==> config.mk <==
export PLATFORM = sky130hd
export DESIGN_NAME = pwm_dac_out_flat
export DESIGN_NICKNAME = d
export VERILOG_FILES = /design/src/rtl/pwm_dac_out_pkg.sv /design/src/rtl/pwm_dac_out_if.sv /design/src/rtl/pwm_dac_out_sample_buf.sv /design/src/rtl/pwm_dac_out.sv /design/src/flat_wrapper.sv
export SDC_FILE = /design/constraint.sdc
export NUM_CORES = 1
export LEC_CHECK = 0
export CORE_UTILIZATION = 35
export DETAILED_ROUTE_END_ITERATION = 8
export HOLD_SLACK_MARGIN = 0.08
export SYNTH_ARGS = -nofsm -noshare
export SYNTH_HDL_FRONTEND = slang
export SYNTH_HIERARCHICAL = 1
export SYNTH_SLANG_ARGS = --single-unit
==> constraint.sdc <==
create_clock -name clk -period 2.47 [get_ports clk]
set_input_delay 0.247 -clock clk [delete_from_list [all_inputs] [get_ports clk]]
set_output_delay 0.247 -clock clk [all_outputs]
set_load 0.1 [all_outputs]
==> src/rtl/pwm_dac_out_pkg.sv <==
// Shared definitions for the PWM DAC output stage: default widths,
// the reset duty helper and the default duty word type.
package pwm_dac_out_pkg;

  localparam int DEF_SIZE     = 32'sd16;
  localparam int DEF_PWM_BITS = 32'sd8;

  // Duty word at the default PWM resolution.
  typedef logic [DEF_PWM_BITS-1:0] duty_t;

  // Duty value that gives a 50% waveform, the zero level of offset-binary audio.
  function automatic int midscale(int bits);
    return 32'sd1 << (bits - 32'sd1);
  endfunction

endpackage

==> src/rtl/pwm_dac_out_if.sv <==
// Sample stream into the PWM DAC: unsigned data with a valid/ready handshake.
interface pwm_dac_out_if #(
  parameter int size = 16
);

  logic [size-1:0] in_data;
  logic            in_vld;
  logic            in_rdy;

  modport master (
    output in_data,
    output in_vld,
    input  in_rdy
  );

  modport slave (
    input  in_data,
    input  in_vld,
    output in_rdy
  );

endinterface

==> src/rtl/pwm_dac_out_sample_buf.sv <==
// One-entry sample buffer. It accepts a truncated sample whenever it is
// empty, or on the consume cycle when the stored entry leaves, so the
// upstream can refill it at the same edge that empties it.
module pwm_dac_out_sample_buf #(
  parameter int W = 8
) (
  input  logic         clk,
  input  logic         rst_n,
  input  logic         run,
  input  logic [W-1:0] in_sample,
  input  logic         in_vld,
  output logic         in_rdy,
  input  logic         consume,
  output logic [W-1:0] buf_data,
  output logic         buf_full
);

  logic [W-1:0] buf_q;
  logic [W-1:0] buf_d;
  logic         full_q;
  logic         full_d;
  logic         accept_s;

  // Handshake and next buffer contents; a same-cycle accept wins over consume.
  always_comb begin
    in_rdy   = run & (~full_q | consume);
    accept_s = in_vld & in_rdy;
    buf_d    = buf_q;
    full_d   = full_q;
    if (accept_s) begin
      buf_d  = in_sample;
      full_d = 1'b1;
    end else if (consume) begin
      full_d = 1'b0;
    end else begin
      full_d = full_q;
    end
  end

  // Buffer storage; reset empties the entry.
  always_ff @(posedge clk or negedge rst_n) begin
    if (!rst_n) begin
      buf_q  <= {W{1'b0}};
      full_q <= 1'b0;
    end else begin
      buf_q  <= buf_d;
      full_q <= full_d;
    end
  end

  assign buf_data = buf_q;
  assign buf_full = full_q;

endmodule

==> src/rtl/pwm_dac_out.sv <==
// PWM audio output stage. A free-running period counter drives a registered
// compare against the duty register; the duty register reloads from the
// one-entry sample buffer only at period boundaries, and an empty buffer at
// a boundary raises a one-cycle underrun pulse.
module pwm_dac_out
  import pwm_dac_out_pkg::*;
#(
  parameter int size     = 16,
  parameter int PWM_BITS = 8
) (
  input  logic                 clk,
  input  logic                 rst_n,
  pwm_dac_out_if.slave         in_if,
  output logic                 pwm,
  output logic                 frame_tick,
  output logic                 underrun
);

  localparam logic [PWM_BITS-1:0] MIDSCALE = PWM_BITS'(midscale(PWM_BITS));
  localparam logic [PWM_BITS-1:0] CNT_ONE  = PWM_BITS'(1);
  localparam logic [PWM_BITS-1:0] CNT_MAX  = {PWM_BITS{1'b1}};

  logic                run_q;
  logic                run_d;
  logic [PWM_BITS-1:0] cnt_q;
  logic [PWM_BITS-1:0] cnt_d;
  logic [PWM_BITS-1:0] duty_q;
  logic [PWM_BITS-1:0] duty_d;
  logic                pwm_q;
  logic                pwm_d;
  logic                tick_q;
  logic                tick_d;
  logic                underrun_q;
  logic                underrun_d;

  logic                wrap_s;
  logic [PWM_BITS-1:0] buf_data_s;
  logic                buf_full_s;

  // The buffer takes only the top PWM_BITS of each sample; lower bits are dropped.
  pwm_dac_out_sample_buf #(
    .W (PWM_BITS)
  ) u_buf (
    .clk       (clk),
    .rst_n     (rst_n),
    .run       (run_q),
    .in_sample (in_if.in_data[size-1 -: PWM_BITS]),
    .in_vld    (in_if.in_vld),
    .in_rdy    (in_if.in_rdy),
    .consume   (wrap_s),
    .buf_data  (buf_data_s),
    .buf_full  (buf_full_s)
  );

  // Period counter, duty reload at the wrap and next values of the output flops.
  always_comb begin
    run_d      = 1'b1;
    wrap_s     = (cnt_q == CNT_MAX);
    cnt_d      = cnt_q + CNT_ONE;
    duty_d     = duty_q;
    underrun_d = 1'b0;
    if (wrap_s) begin
      if (buf_full_s) begin
        duty_d     = buf_data_s;
        underrun_d = 1'b0;
      end else begin
        duty_d     = duty_q;
        underrun_d = 1'b1;
      end
    end else begin
      duty_d     = duty_q;
      underrun_d = 1'b0;
    end
    tick_d = wrap_s;
    // Compare against next-cycle values so a new duty applies from cnt==0.
    pwm_d  = (cnt_d < duty_d);
  end

  // State and output registers; ready stays low until the first edge after reset.
  always_ff @(posedge clk or negedge rst_n) begin
    if (!rst_n) begin
      run_q      <= 1'b0;
      cnt_q      <= {PWM_BITS{1'b0}};
      duty_q     <= MIDSCALE;
      pwm_q      <= 1'b0;
      tick_q     <= 1'b0;
      underrun_q <= 1'b0;
    end else begin
      run_q      <= run_d;
      cnt_q      <= cnt_d;
      duty_q     <= duty_d;
      pwm_q      <= pwm_d;
      tick_q     <= tick_d;
      underrun_q <= underrun_d;
    end
  end

  assign pwm        = pwm_q;
  assign frame_tick = tick_q;
  assign underrun   = underrun_q;

endmodule

==> src/flat_wrapper.sv <==
// flat-port wrapper written by rule: the top's interface ports become plain ports
module pwm_dac_out_flat import pwm_dac_out_pkg::*;
#(
  parameter int size     = 16,
  parameter int PWM_BITS = 8
)
  (clk, rst_n, pwm, frame_tick, underrun, in_if_in_data, in_if_in_vld, in_if_in_rdy);
  pwm_dac_out_if #(.size(size)) in_if_i ();
  input  logic clk;
  input  logic rst_n;
  output logic pwm;
  output logic frame_tick;
  output logic underrun;
  input wire logic [$bits(in_if_i.in_data)-1:0] in_if_in_data;
  input wire logic [$bits(in_if_i.in_vld)-1:0] in_if_in_vld;
  output wire logic [$bits(in_if_i.in_rdy)-1:0] in_if_in_rdy;
  assign in_if_i.in_data = in_if_in_data;
  assign in_if_i.in_vld = in_if_in_vld;
  assign in_if_in_rdy = in_if_i.in_rdy;
  pwm_dac_out #(.size(size), .PWM_BITS(PWM_BITS)) u_core (.clk(clk), .rst_n(rst_n), .in_if(in_if_i), .pwm(pwm), .frame_tick(frame_tick), .underrun(underrun));
endmodule
Yosys cells after proc, flatten, opt, wreduce, memory -nomap -nowiden:

Cells that the tools add are included.

* shifts and indexed selects: 0
* magnitude comparators: 1
* mux-type cells: 6
* $mul: 0
* add/subtract/negate cells: 1
* div/mod/pow operators: 0
* reductions and logical operators: 1
* bitwise operators: 4
* equality and inequality tests: 1

Operators with widths (count)
* $mux 8: 2
* $add 8x1->8 const B: 1
* $eq 8x8->1 const B: 1
* $lt 8x8->1: 1
* $mux 1: 4
* $and 1x1->1: 2
* $reduce_bool 2->1: 1
* $not 1->1: 1
* $or 1x1->1: 1

* latch bits: 0
* bits in read-only memories: 0
* flip-flop bits (word level): 29
* bits in writable memories: 0
* output and inout port bits: 4
* logic and storage cells: 22
* memories: 0
* input port bits: 19

Logic depth before layout (Yosys ltp):

* depth in word-level cells: 5
* mapped depth: 10
* mapped depth without buffers: 10

Hierarchy:

The synthesis kept the hierarchy.

Modules (own cells, without submodules)
* pwm_dac_out: cells an instance 77, instances 1, area an instance 949.7 µm², seq. area each 501.7 µm²
* pwm_dac_out_sample_buf: cells an instance 23, instances 1, area an instance 400.4 µm², seq. area each 225.2 µm²

Worst setup path before layout:

OpenSTA, ideal clock, no wires.

* kind: reg-to-reg
* start point: register u_core.cnt_q[0]
* end point: register u_core.pwm_q, in the netlist u_core/pwm
* arrival: 2.180 ns
* buffers on the path: 0
* clock period less this slack: 2.262 ns
* data required time: 2.388 ns
* stages on the path, launching flop included: 11
* path slack: 0.208 ns
* library setup time: 0.082 ns
* path through: dfrtp_1 -> ha_1 -> nand4_4 -> nor2_8 -> mux2_4 -> inv_2 -> ha_1 -> a21oi_1 -> a21oi_1 -> a211o_1 -> a31oi_1

* longest elaborated chain between the ends: 3
* elaborated cells between the ends (all ways): 4
* classes of those cells: add/sub: 1; order compare: 1; eq/ne: 1; mux: 1

RTL lines
* from (decl): line pwm_dac_out.sv:25 `logic [PWM_BITS-1:0] cnt_q;`
* from (signal assigned): line pwm_dac_out.sv:83 `cnt_q <= {PWM_BITS{1'b0}};`
* from (signal assigned): line pwm_dac_out.sv:90 `cnt_q <= cnt_d;`
* $eq 8x8->1: line pwm_dac_out.sv:58 `wrap_s = (cnt_q == CNT_MAX);`
* $mux 8: line pwm_dac_out.sv:62 `if (wrap_s) begin`
* via u_core.duty_d[3]: line pwm_dac_out.sv:28 `logic [PWM_BITS-1:0] duty_d;`
* $lt 8x8->1: line pwm_dac_out.sv:76 `pwm_d = (cnt_d < duty_d);`
* via u_core.pwm_d: line pwm_dac_out.sv:30 `logic pwm_d;`
* to (signal assigned): line pwm_dac_out.sv:92 `pwm_q <= pwm_d;`
* to (decl): line pwm_dac_out.sv:29 `logic pwm_q;`

The timed path passes the listed nets, and every way through them passes these cells.
A chain may end at the register's enable or synchronous reset.

Final worst setup path:

* start point: register u_core.cnt_q[1]
* end point: register u_core.pwm_q, in the netlist u_core/pwm

Same word-level chain as after synthesis.

==> impl_metrics.toml <==
[setup_path]
critical_path.startpoint_type = "flip-flop"
regToRegSetupSlack_ps = 130
cp-startpoint = "u_core/cnt_q[1]$_DFF_PN0_"
worst-r2r-cell-count = 10
cp.arrival_ps = 2540
crit_type = "flip-flop to flip-flop"
reg2reg_from = "u_core/cnt_q[1]$_DFF_PN0_"
worst-endpoint-required_ps = 2670
path_max_fanout = 6
r2r_end = "u_core/pwm$_DFF_PN0_"
cp-end-kind = "flip-flop"
crit_path_end = "u_core/pwm$_DFF_PN0_"

[floorplan]
die_area_um2 = 4109
rows = 22
die_h_um = 64.11
io_pins = 23
core_area_um2 = 3689
start_util = 0.3660
fp.dieW_um = 64.11

[flow_run]
maxCapViolCount = 0

[sta]
skew_ps = 8.897
rsz0062_at_grt = "false"
period_needed_ps = 2335
post-route-period-util = 0.9454
hold_violations = 0
setup_tns_ps = 0
relSlewSlack = 0.6062
finalMaxSlewViolations = 0
setup_violations = 0
tightest_slew_ps = 588.9
max_freq_mhz = 428.2

[detailed_routing]
drtIter0Drc = 18
drc_errors = 0
num_vias = 821
via_per_inst = 4.691
ant_nets = 0
wl_per_cell_um = 13.26
drtPass1Iterations = 4
drt-total-wl_um = 2321

[placed_design]
gp_congestion = 0.7160
portBuffers = 14
dp_hpwl_um = 1593

[cts]
insertion_delay_ps = 280
root_buffer = "clkbuf_8"
clk_pin_slew_worst_paths_ps = 60
clock-sinks = 29
cts-resized-gates = 0
cts_buffers = 5
post_cts_buffers = 0
cts_max_level = 2
clk_path_buf_depth = 2
cts_hold_repair.buffers = 0
cts_tree = "yes"

[logic_synthesis]
syn_area_um2 = 1350
syn_area_per_cell_um2 = 13.50
synth.distinct_cells = 29
netlist_instances = 100
ys_seq_area_frac = 0.5385
yosys_most_used_dff = "dfrtp_1"
async_flop_share = 1.000
synth-seq-cells = 29
synthesis.nets = 127
synth_edf_count = 0
yosysWarnings = 6

[cells_and_area]
diodes = 0
drive_gt1_frac = 0.2835
fin_nets = 154
syn2layout_area_growth_pct = 25.12

[hold_path]
hold_class = "input pin to async pin"

[status]
status = "finished, final reports clean"

[power]
power.density_nw_per_um2 = 529.7
power.static_leakage_nw = 0.8317
p_total_uw = 894.7
vdd_drop_max_mv = 0.4106

[global_routing]
first_global_vias = 829
grt_first_pass_wirelength_um = 3981
grt_usage = 0.1374
grt_max_degree = 17
grt_overflow = 0
antenna_found_initial = 0
## report_power, final
part | switching (mW) | internal (mW) | total, mW
sequential | 0.000484 | 0.476 | 0.477
clock | 0.170 | 0.220 | 0.391
combinational | 0.0121 | 0.0153 | 0.0274
total | 0.183 | 0.712 | 0.895
## state kept, by name, summed over array words and instances (netlist names)
| register | flops |
|---|---|
| u_core/cnt_q | 8 |
| u_core/duty_q | 8 |
| u_core/u_buf/buf_data | 8 |
| u_core/frame_tick | 1 |
| u_core/pwm | 1 |
| u_core/run_q | 1 |
| u_core/u_buf/buf_full | 1 |
| u_core/underrun | 1 |
## per-stage QoR
stage	utilization	setup slack, ps	instance area, um^2	cells	hold slack, ps
after CTS	0.4556	135.8	1680	175	357.4
after floorplan	-	208.2	1350	100	-48.59
final	0.4579	134.8	1689	175	343.5
after global routing	0.4579	8.129	1689	175	392.6
after global placement	0.4322	179.8	1594	168	480.0
after detailed placement	0.4322	156.5	1594	168	481.9
## area by class of cell
type / instances / area [um^2]
multi-input combinational: 61 / 586.8
fill: 363 / 1999
timing repair buffer: 21 / 195.2
tap: 48 / 60.06
inverter: 9 / 33.78
sequential: 29 / 726.9
clock buffer: 7 / 86.33
## Yosys cell counts (2+ instances only)
cell | number | area share
nand3_1 | 7 | 0.026
nand2_1 | 3 | 0.0083
nor2_1 | 3 | 0.0083
xor2_1 | 2 | 0.013
inv_1 | 8 | 0.022
a21oi_1 | 3 | 0.011
dfrtp_1 | 28 | 0.52
xnor2_1 | 4 | 0.026
ha_1 | 8 | 0.074
nand4_1 | 2 | 0.0093
mux2i_1 | 6 | 0.044
mux2_4 | 9 | 0.10
## layout by cell type, fill, tap and decap left out, types with 2 or more instances in the layout
| cell type | instances |
|---|---|
| dfrtp_1 | 28 |
| clkdlybuf4s50_1 | 10 |
| buf_4 | 10 |
| mux2_4 | 9 |
| inv_1 | 8 |
| nand3_1 | 7 |
| ha_1 | 7 |
| clkbuf_8 | 6 |
| mux2i_1 | 6 |
| xnor2_1 | 4 |
| nor2_1 | 3 |
| nand2_1 | 3 |
| a21oi_1 | 3 |
| xor2_1 | 2 |
| nand4_1 | 2 |
## kinds of logic (layout without fill, tap and decap cells)
| group | Yosys count | in the layout | synth area share |
|---|---|---|---|
| AO/OA/AOI/OAI | 6 | 6 | 0.02781 |
| buffers and inverters | 10 | 37 | 0.03336 |
| multiplexers | 16 | 16 | 0.1529 |
| AND/OR/NAND/NOR | 24 | 24 | 0.1316 |
| XOR/XNOR | 6 | 6 | 0.03892 |
| flip-flops | 29 | 29 | 0.5385 |
| adder cells (fa/ha/maj) | 8 | 8 | 0.07415 |
| other | 1 | 1 | 0.002778 |
## routing by layer
layer,part of all wire,vias up,GRT usage
li1,-,397,-
met1,0.46,401,0.1676
met2,0.49,19,0.1955
met3,0.037,4,0.03750
met4,0.019,0,0.1250
met5,0,-,0
## worst max-delay path: stages, from the launching register on
cell,delay (ps)
dfrtp_1,380
ha_2,220
nand4_4,120
nor2_8,200
mux2_4,330
inv_2,50
ha_1,230
a21oi_1,160
a21oi_1,90
a211o_1,290
a31oi_2,180
## how the worst min path moves through the flow
stage / start / endpoint / slack (ps) / cells past startpoint
3_5_place_dp: u_core/duty_q[4]$_DFF_PN0_ / u_core/duty_q[4]$_DFF_PN0_ / 480 / 2
3_3_place_gp: u_core/duty_q[2]$_DFF_PN0_ / u_core/duty_q[2]$_DFF_PN0_ / 480 / 2
4_1_cts: rst_n / u_core/u_buf/buf_data[5]$_DFFE_PN0P_ / 360 / 1
2_1_floorplan: rst_n / u_core/cnt_q[0]$_DFF_PN0_ / -50 / 0
6_report: rst_n / u_core/u_buf/buf_data[5]$_DFFE_PN0P_ / 340 / 1
5_1_grt: rst_n / u_core/u_buf/buf_data[5]$_DFFE_PN0P_ / 390 / 1
No activity file was read; power rests on OpenSTA's default activity.
